===== src/rtl/gray_counter.sv =====
// -----------------------------------------------------------------------------
// gray_counter
//
// Purpose:
//   Binary counter with a registered Gray-coded copy of the count. The Gray
//   output is built from the next binary value, so gr and bin update on the
//   same edge and gr always equals bin ^ (bin >> 1) with no relative skew.
//   Under en-only stepping exactly one bit of gr changes per step, including
//   on wrap-around. This is the property the downstream Gray-to-binary stage
//   relies on.
//
// Configuration:
//   GRAY_CNT_UPDN_EN - when defined, adds the up_dn port (1 = up, 0 = down),
//                      and tc flags the last value in the current direction.
//                      When undefined, the counter counts up only and tc
//                      flags the all-ones value.
//
// Parameters:
//   WIDTH   counter width in bits (legal range 2..16)
//
// Ports:
//   clk     in   rising-edge clock
//   rst     in   asynchronous active-high reset, clears all state
//   en      in   advance the count by one step
//   load    in   synchronous load strobe (has priority over en)
//   ld_val  in   binary value captured on load
//   up_dn   in   count direction (only with GRAY_CNT_UPDN_EN)
//   gr      out  registered Gray-coded count
//   bin     out  registered binary count, aligned with gr
//   tc      out  registered terminal-count flag
//   chg     out  one-cycle pulse when gr changed on the last edge
// -----------------------------------------------------------------------------
module gray_counter #(
  parameter int WIDTH = 4
) (
  input  logic             clk,
  input  logic             rst,
  input  logic             en,
  input  logic             load,
  input  logic [WIDTH-1:0] ld_val,
`ifdef GRAY_CNT_UPDN_EN
  input  logic             up_dn,
`endif
  output logic [WIDTH-1:0] gr,
  output logic [WIDTH-1:0] bin,
  output logic             tc,
  output logic             chg
);

  logic [WIDTH-1:0] b_q, b_d;
  logic [WIDTH-1:0] gr_q, gr_d;
  logic             tc_q, tc_d;
  logic             chg_q, chg_d;
  logic             cnt_up;

`ifdef GRAY_CNT_UPDN_EN
  assign cnt_up = up_dn;
`else
  assign cnt_up = 1'b1;
`endif

  always_comb begin
    b_d  = b_q;
    tc_d = tc_q;

    if (load) begin
      b_d = ld_val;
    end else if (en) begin
      b_d = cnt_up ? (b_q + 1'b1) : (b_q - 1'b1);
    end

    // tc follows the value being registered. It is re-evaluated with the
    // direction in force at that edge, and it holds when nothing moves.
    if (load || en) begin
      tc_d = cnt_up ? (b_d == {WIDTH{1'b1}}) : (b_d == {WIDTH{1'b0}});
    end

    // Gray code is derived from the next binary value, so it lands on the
    // same edge as bin.
    gr_d  = b_d ^ (b_d >> 1);
    chg_d = (gr_d != gr_q);
  end

  always_ff @(posedge clk or posedge rst) begin
    if (rst) begin
      b_q   <= '0;
      gr_q  <= '0;
      tc_q  <= 1'b0;
      chg_q <= 1'b0;
    end else begin
      b_q   <= b_d;
      gr_q  <= gr_d;
      tc_q  <= tc_d;
      chg_q <= chg_d;
    end
  end

  assign bin = b_q;
  assign gr  = gr_q;
  assign tc  = tc_q;
  assign chg = chg_q;

endmodule


===== config.mk =====
export PLATFORM = sky130hd
export DESIGN_NAME = gray_counter
export DESIGN_NICKNAME = d
export VERILOG_FILES = /design/src/rtl/gray_counter.sv
export SDC_FILE = /design/constraint.sdc
export NUM_CORES = 1
export LEC_CHECK = 0
export BUFFER_PORTS_ARGS = -buffer_cell sky130_fd_sc_hd__buf_2
export CAP_MARGIN = 30
export CORE_AREA = 4 4 41 43
export DETAILED_ROUTE_END_ITERATION = 10
export DIE_AREA = 0 0 45 47
export PLACE_DENSITY_LB_ADDON = 0.25
export SETUP_SLACK_MARGIN = 0.3
export SLEW_MARGIN = 20
export SYNTH_ARGS = -nofsm -noshare
export SYNTH_HDL_FRONTEND = slang
export SYNTH_SLANG_ARGS = --single-unit

===== constraint.sdc =====
create_clock -name clk -period 2.2 [get_ports clk]
set_input_delay 0.33 -clock clk [delete_from_list [all_inputs] [get_ports clk]]
set_output_delay 0.33 -clock clk [all_outputs]
set_load 0.01 [all_outputs]

# Yosys cells after proc, flatten, opt, wreduce, memory -nomap -nowiden

Index checks and enable logic that the tools add are counted.
W data, S select, Z words.

Multiply operators: 0
Bitwise logic cells: 1
$add $sub $neg: 1
Reductions and logical operators: 1
Magnitude comparators: 0
Mux-type cells: 2
Shifts and indexed selects: 0
Equality and inequality tests: 2
Divide/modulo/power cells: 0

Operators with widths:

| operator              | number |
|---|---|
| $mux W4               | 2 |
| $add A4 B1 Y4 const B | 1 |
| $eq A4 B4 Y1 const B  | 1 |
| $ne A4 B4 Y1          | 1 |
| $xor A4 B3 Y4         | 1 |
| $logic_or A1 B1 Y1    | 1 |

ROM bits: 0
Bits in registers: 10
RAM bits: 0
Output and inout port bits: 10
Bits in latches: 0
Word-level logic and storage cells: 11
Memories: 0

# Logic depth before layout (Yosys ltp)

Word-level depth: 5
Gate-level depth with buffers: 7

# Worst setup path before layout

OpenSTA, ideal clock, no wires.

Path kind: register -> register
Start point: register b_q[0] (netlist: bin[0])
End point: register chg_q (netlist: chg)
Path buffers: 0
Data arrival time: 1763 ps
Required time: 2067 ps
Setup slack: 304 ps
Cell stages (with the launch flop): 8
Clock period less this slack: 1896 ps
Path through: dfrtp_1 > ha_1 > mux2_4 > mux2i_4 > inv_1 > ha_1 > xnor2_1 > nand4_1

Longest elaborated chain between the ends: 5

RTL lines:

| element                | line | text |
|---|---|---|
| from (decl)            | 50   | `logic [WIDTH-1:0] b_q, b_d;` |
| from (signal assigned) | 86   | `b_q <= '0;` |
| from (signal assigned) | 91   | `b_q <= b_d;` |
| $add A4 B1 Y4          | 69   | `b_d = cnt_up ? (b_q + 1'b1) : (b_q - 1'b1);` |
| $mux W4                | 68   | `end else if (en) begin` |
| $mux W4                | 66   | `if (load) begin` |
| via b_d[1]             | 50   |  |
| $xor A4 B3 Y4          | 80   | `gr_d = b_d ^ (b_d >> 1);` |
| via gr_d[0]            | 51   | `logic [WIDTH-1:0] gr_q, gr_d;` |
| $ne A4 B4 Y1           | 81   | `chg_d = (gr_d != gr_q);` |
| via chg_d              | 53   | `logic chg_q, chg_d;` |
| to (signal assigned)   | 94   | `chg_q <= chg_d;` |
| to (decl)              | 53   |  |

The timed path passes the listed nets, and every way through them passes these cells.
A chain may end at the register's enable or synchronous reset.

# Worst setup path in the final report

Ends and elaborated chain as after synthesis.

==> metrics.md <==
| Metric | Value |
|---|---|
| R2R depth | `7` |
| Worst Hold Class | `in -> async` |
| Vias in the first global route | `around 340` |
| Setup repair after global routing missed its margin | `no` |
| Psw | `about 0.00017 W` |
| GPL Wtd Cong | `~0.67` |
| Final setup TNS | `0 ps` |
| Die Span X | `about 45 um` |
| Worst R2R Start | `bin[0]` |
| Cell Area, Synth | `around 490 sq um` |
| Util after Layout | `49.3%` |
| PD cells | `roughly 870 nW/um^2` |
| Area contributors post-synth | `dfrtp_1 46%, ha_1 7.7%, xnor2_1 7.2%` |
| Maxcap violations | `0` |
| EDFF count, synth | `0` |
| Initial antenna violation count | `0` |
| Net Count, Synth | `52` |
| H-tree lvl count | `1` |
| Total gr overflow | `0` |
| Detail Route Antenna Nets | `0` |
| GRT Total Usage | `approximately a tenth` |
| Minimum clock period | `~1800 ps` |
| Setup CP Type | `reg -> reg` |
| # diodes | `0` |
| Most frequent cells after synthesis | `9 x dfrtp_1, 5 x nand2_1, 4 x xnor2_1, 3 x ha_1, 3 x o21ai_0` |
| Sequential area share after synthesis | `46.2%` |
| Drt first pass iters | `2` |
| Post-route DRC violation count | `0` |
| Gate power share | `about 38%` |
| Cell count after synthesis | `between 40 and 50` |
| Worst skew pair latency | `about 260 ps` |
| FFs w/ async S/R, synth | `100%` |
| Pin count of the biggest net entering global routing | `12` |
| Starting DRT DRC Count | `3` |
| Critical path arrival | `slightly below 2000 ps` |
| Synth warnings | `0` |
| Layout area overhead | `31.5%` |
| First-pass GRT wire length | `1.49 mm` |
| Hold-fix buffers, CTS | `0` |
| Pre-CTS WS | `235 ps` |
| Row Count | `13` |
| CTS Sinks | `9` |
| Clock-pin slew on the worst setup and hold paths | `about 60 ps` |
| Placed insts | `a little over 70` |
| Root Driver | `clkbuf_4` |
| Hold Fails Final Rpt | `0` |
| Top-count cell post-synth | `dfrtp_1` |
| Critical Path Source Type | `register` |
| Avg Cell Area, Syn | `11.9 sq um` |
| Starting Density | `37.5%` |
| Post-route insts no fill | `79` |
| CTS tree | `done` |
| Yosys cell types | `18` |
| Worst slew pin tran | `534 ps` |
| Fraction of layout cells with a size suffix above 1 | `between 40% and 50%` |
| Sequential Power Share | `39.2%` |
| Tcrit/Tclk final | `between 80% and 90%` |
| Main synth FF type | `dfrtp_1` |
| Max frequency | `about 550 MHz` |
| Status | `complete, no violations` |
| Synth top area share | `a little under half` |
| Maximum VDD drop | `about 0.00042 V` |
| Port Buffers | `17` |
| CP Launch Point | `bin[0]` |
| Crit Path Max Fanout | `2` |
| Via density | `between 4 and 5` |
| Lkg Pwr | `between 0.3 and 0.4 nW` |
| Wire length per cell | `between 10 and 15 um` |
| Switching Fraction | `between 30% and 40%` |
| Relative slew slack | `64.0%` |
| Yosys reg bits | `9` |
| TritonCTS Buffers | `3` |
| Clk network pwr share | `23.0%` |
| CP endpoint kind | `register` |
| R2R Setup Slk | `roughly 370 ps` |
| Worst r2r dst | `chg` |
| Dominant cell type by area after synthesis | `dfrtp_1` |
| Cell Int Power | `about 0.00039 W` |
| Worst EP required | `roughly 2300 ps` |
| Vias | `approximately 370` |
| Skew final | `1.35 ps` |
| Die ar. | `between 2000 and 2500 sq um` |
| NumNets Final | `76` |
| Final Worst Setup Slack | `between 300 and 400 ps` |
| Die Span Y | `approximately 47 um` |
| Routed wire length | `958 um` |
| Max Buffers Root-to-Sink | `2` |
| Slew Viols, Final | `0` |
| FILL cells | `around 130` |
| Crit path capture | `chg` |
| Core Region | `approximately 1300 sq um` |
| # setup viols final | `0` |
| I/O pins | `18` |
==> layer usage <==
layer	track usage (%)	routed length [um]	vias to the layer above	part of all wire, %
met5	0	0	-	0
met1	11.2	369	170	39
li1	-	-	184	-
met2	16.4	480	13	50
met3	3.45	74	5	7.7
met4	10.5	33	0	3.4
==> power by group through the flow <==
stage / clock [W] / combinational [W] / sequential, W
2_1_floorplan: 0 / 0.000113 / 0.000240
3_3_place_gp: 0 / 0.000184 / 0.000223
3_5_place_dp: 0 / 0.000184 / 0.000224
4_1_cts: 0.000130 / 0.000195 / 0.000220
5_1_grt: 0.000138 / 0.000234 / 0.000223
6_report: 0.000128 / 0.000211 / 0.000218
==> critical path, cell delays in order, from the launching register on <==
cell and delay [ps]:
dfrtp_1 390, ha_1 290, mux2_4 270, mux2i_4 160, inv_1 110, ha_4 280, xnor2_1 110, nand4_1 100
==> through the flow <==
step	instance area, sq um	hold WS (ps)	total power [W]
after floorplan	488	158	0.000353
after global placement	573	302	0.000407
after detailed placement	573	305	0.000408
after CTS	614	21.5	0.000544
after global routing	642	33.0	0.000595
final	642	9.02	0.000557
==> cells in the final DEF (no fill, tap or decap) <==
master | Yosys | routed
buf_2 | 0 | 17
dfrtp_1 | 9 | 9
nand2_1 | 5 | 5
xnor2_1 | 4 | 4
buf_4 | 1 | 4
clkbuf_4 | 0 | 3
inv_1 | 2 | 2
o21ai_0 | 3 | 2
xor2_1 | 2 | 2
nand4_1 | 2 | 2
nor2_1 | 2 | 2
ha_1 | 3 | 2
mux2_4 | 1 | 1
mux2i_4 | 1 | 1
nor2b_1 | 1 | 1
nor4bb_1 | 1 | 1
a221o_1 | 1 | 1
a21oi_1 | 1 | 1
xor3_1 | 1 | 1
o21ai_1 | 0 | 1
ha_4 | 0 | 1
clkbuf_1 | 0 | 1
==> worst min path at each step <==
stage	start	slack (ps)	endpoint
after floorplan	rst	160	bin[0]
after global placement	rst	300	gr[2]
after detailed placement	rst	310	gr[2]
after CTS	rst	20	gr[0]
after global routing	rst	30	gr[0]
final	rst	9	gr[2]
==> kinds of logic after synthesis <==
family	Yosys count	share of synthesized area (%)
xor+xnor	7	15.6
compound gates	5	6.15
simple gates	11	11.3
mux	2	7.69
buf+inv	4	5.39
fa+ha+maj	3	7.69
flops	9	46.2
==> flip-flops by register name, summed over array words and instances, names as in the netlist <==
name and cells:
bin 4, chg 1, gr 3, tc 1
==> repair_timing <==
action / 4_1_cts / 5_1_grt
pin swaps: 0 / 1
buffers inserted: 2 / 2
gates resized for setup: 0 / 2
endpoints found under the setup margin: 1 / 1
hold endpoints to repair: 0 / 0
==> cell type report <==
type | instances | area (sq um) | area share (%)
clock buffers | 4 | 26.3 | 4.09
inverters | 2 | 7.51 | 1.17
multi-input cells | 28 | 249 | 38.8
flip-flops and latches | 9 | 225 | 35.1
well taps | 15 | 18.8 | 2.92
repair buffers | 21 | 115 | 17.9
Power figures use the tool's default switching activity.
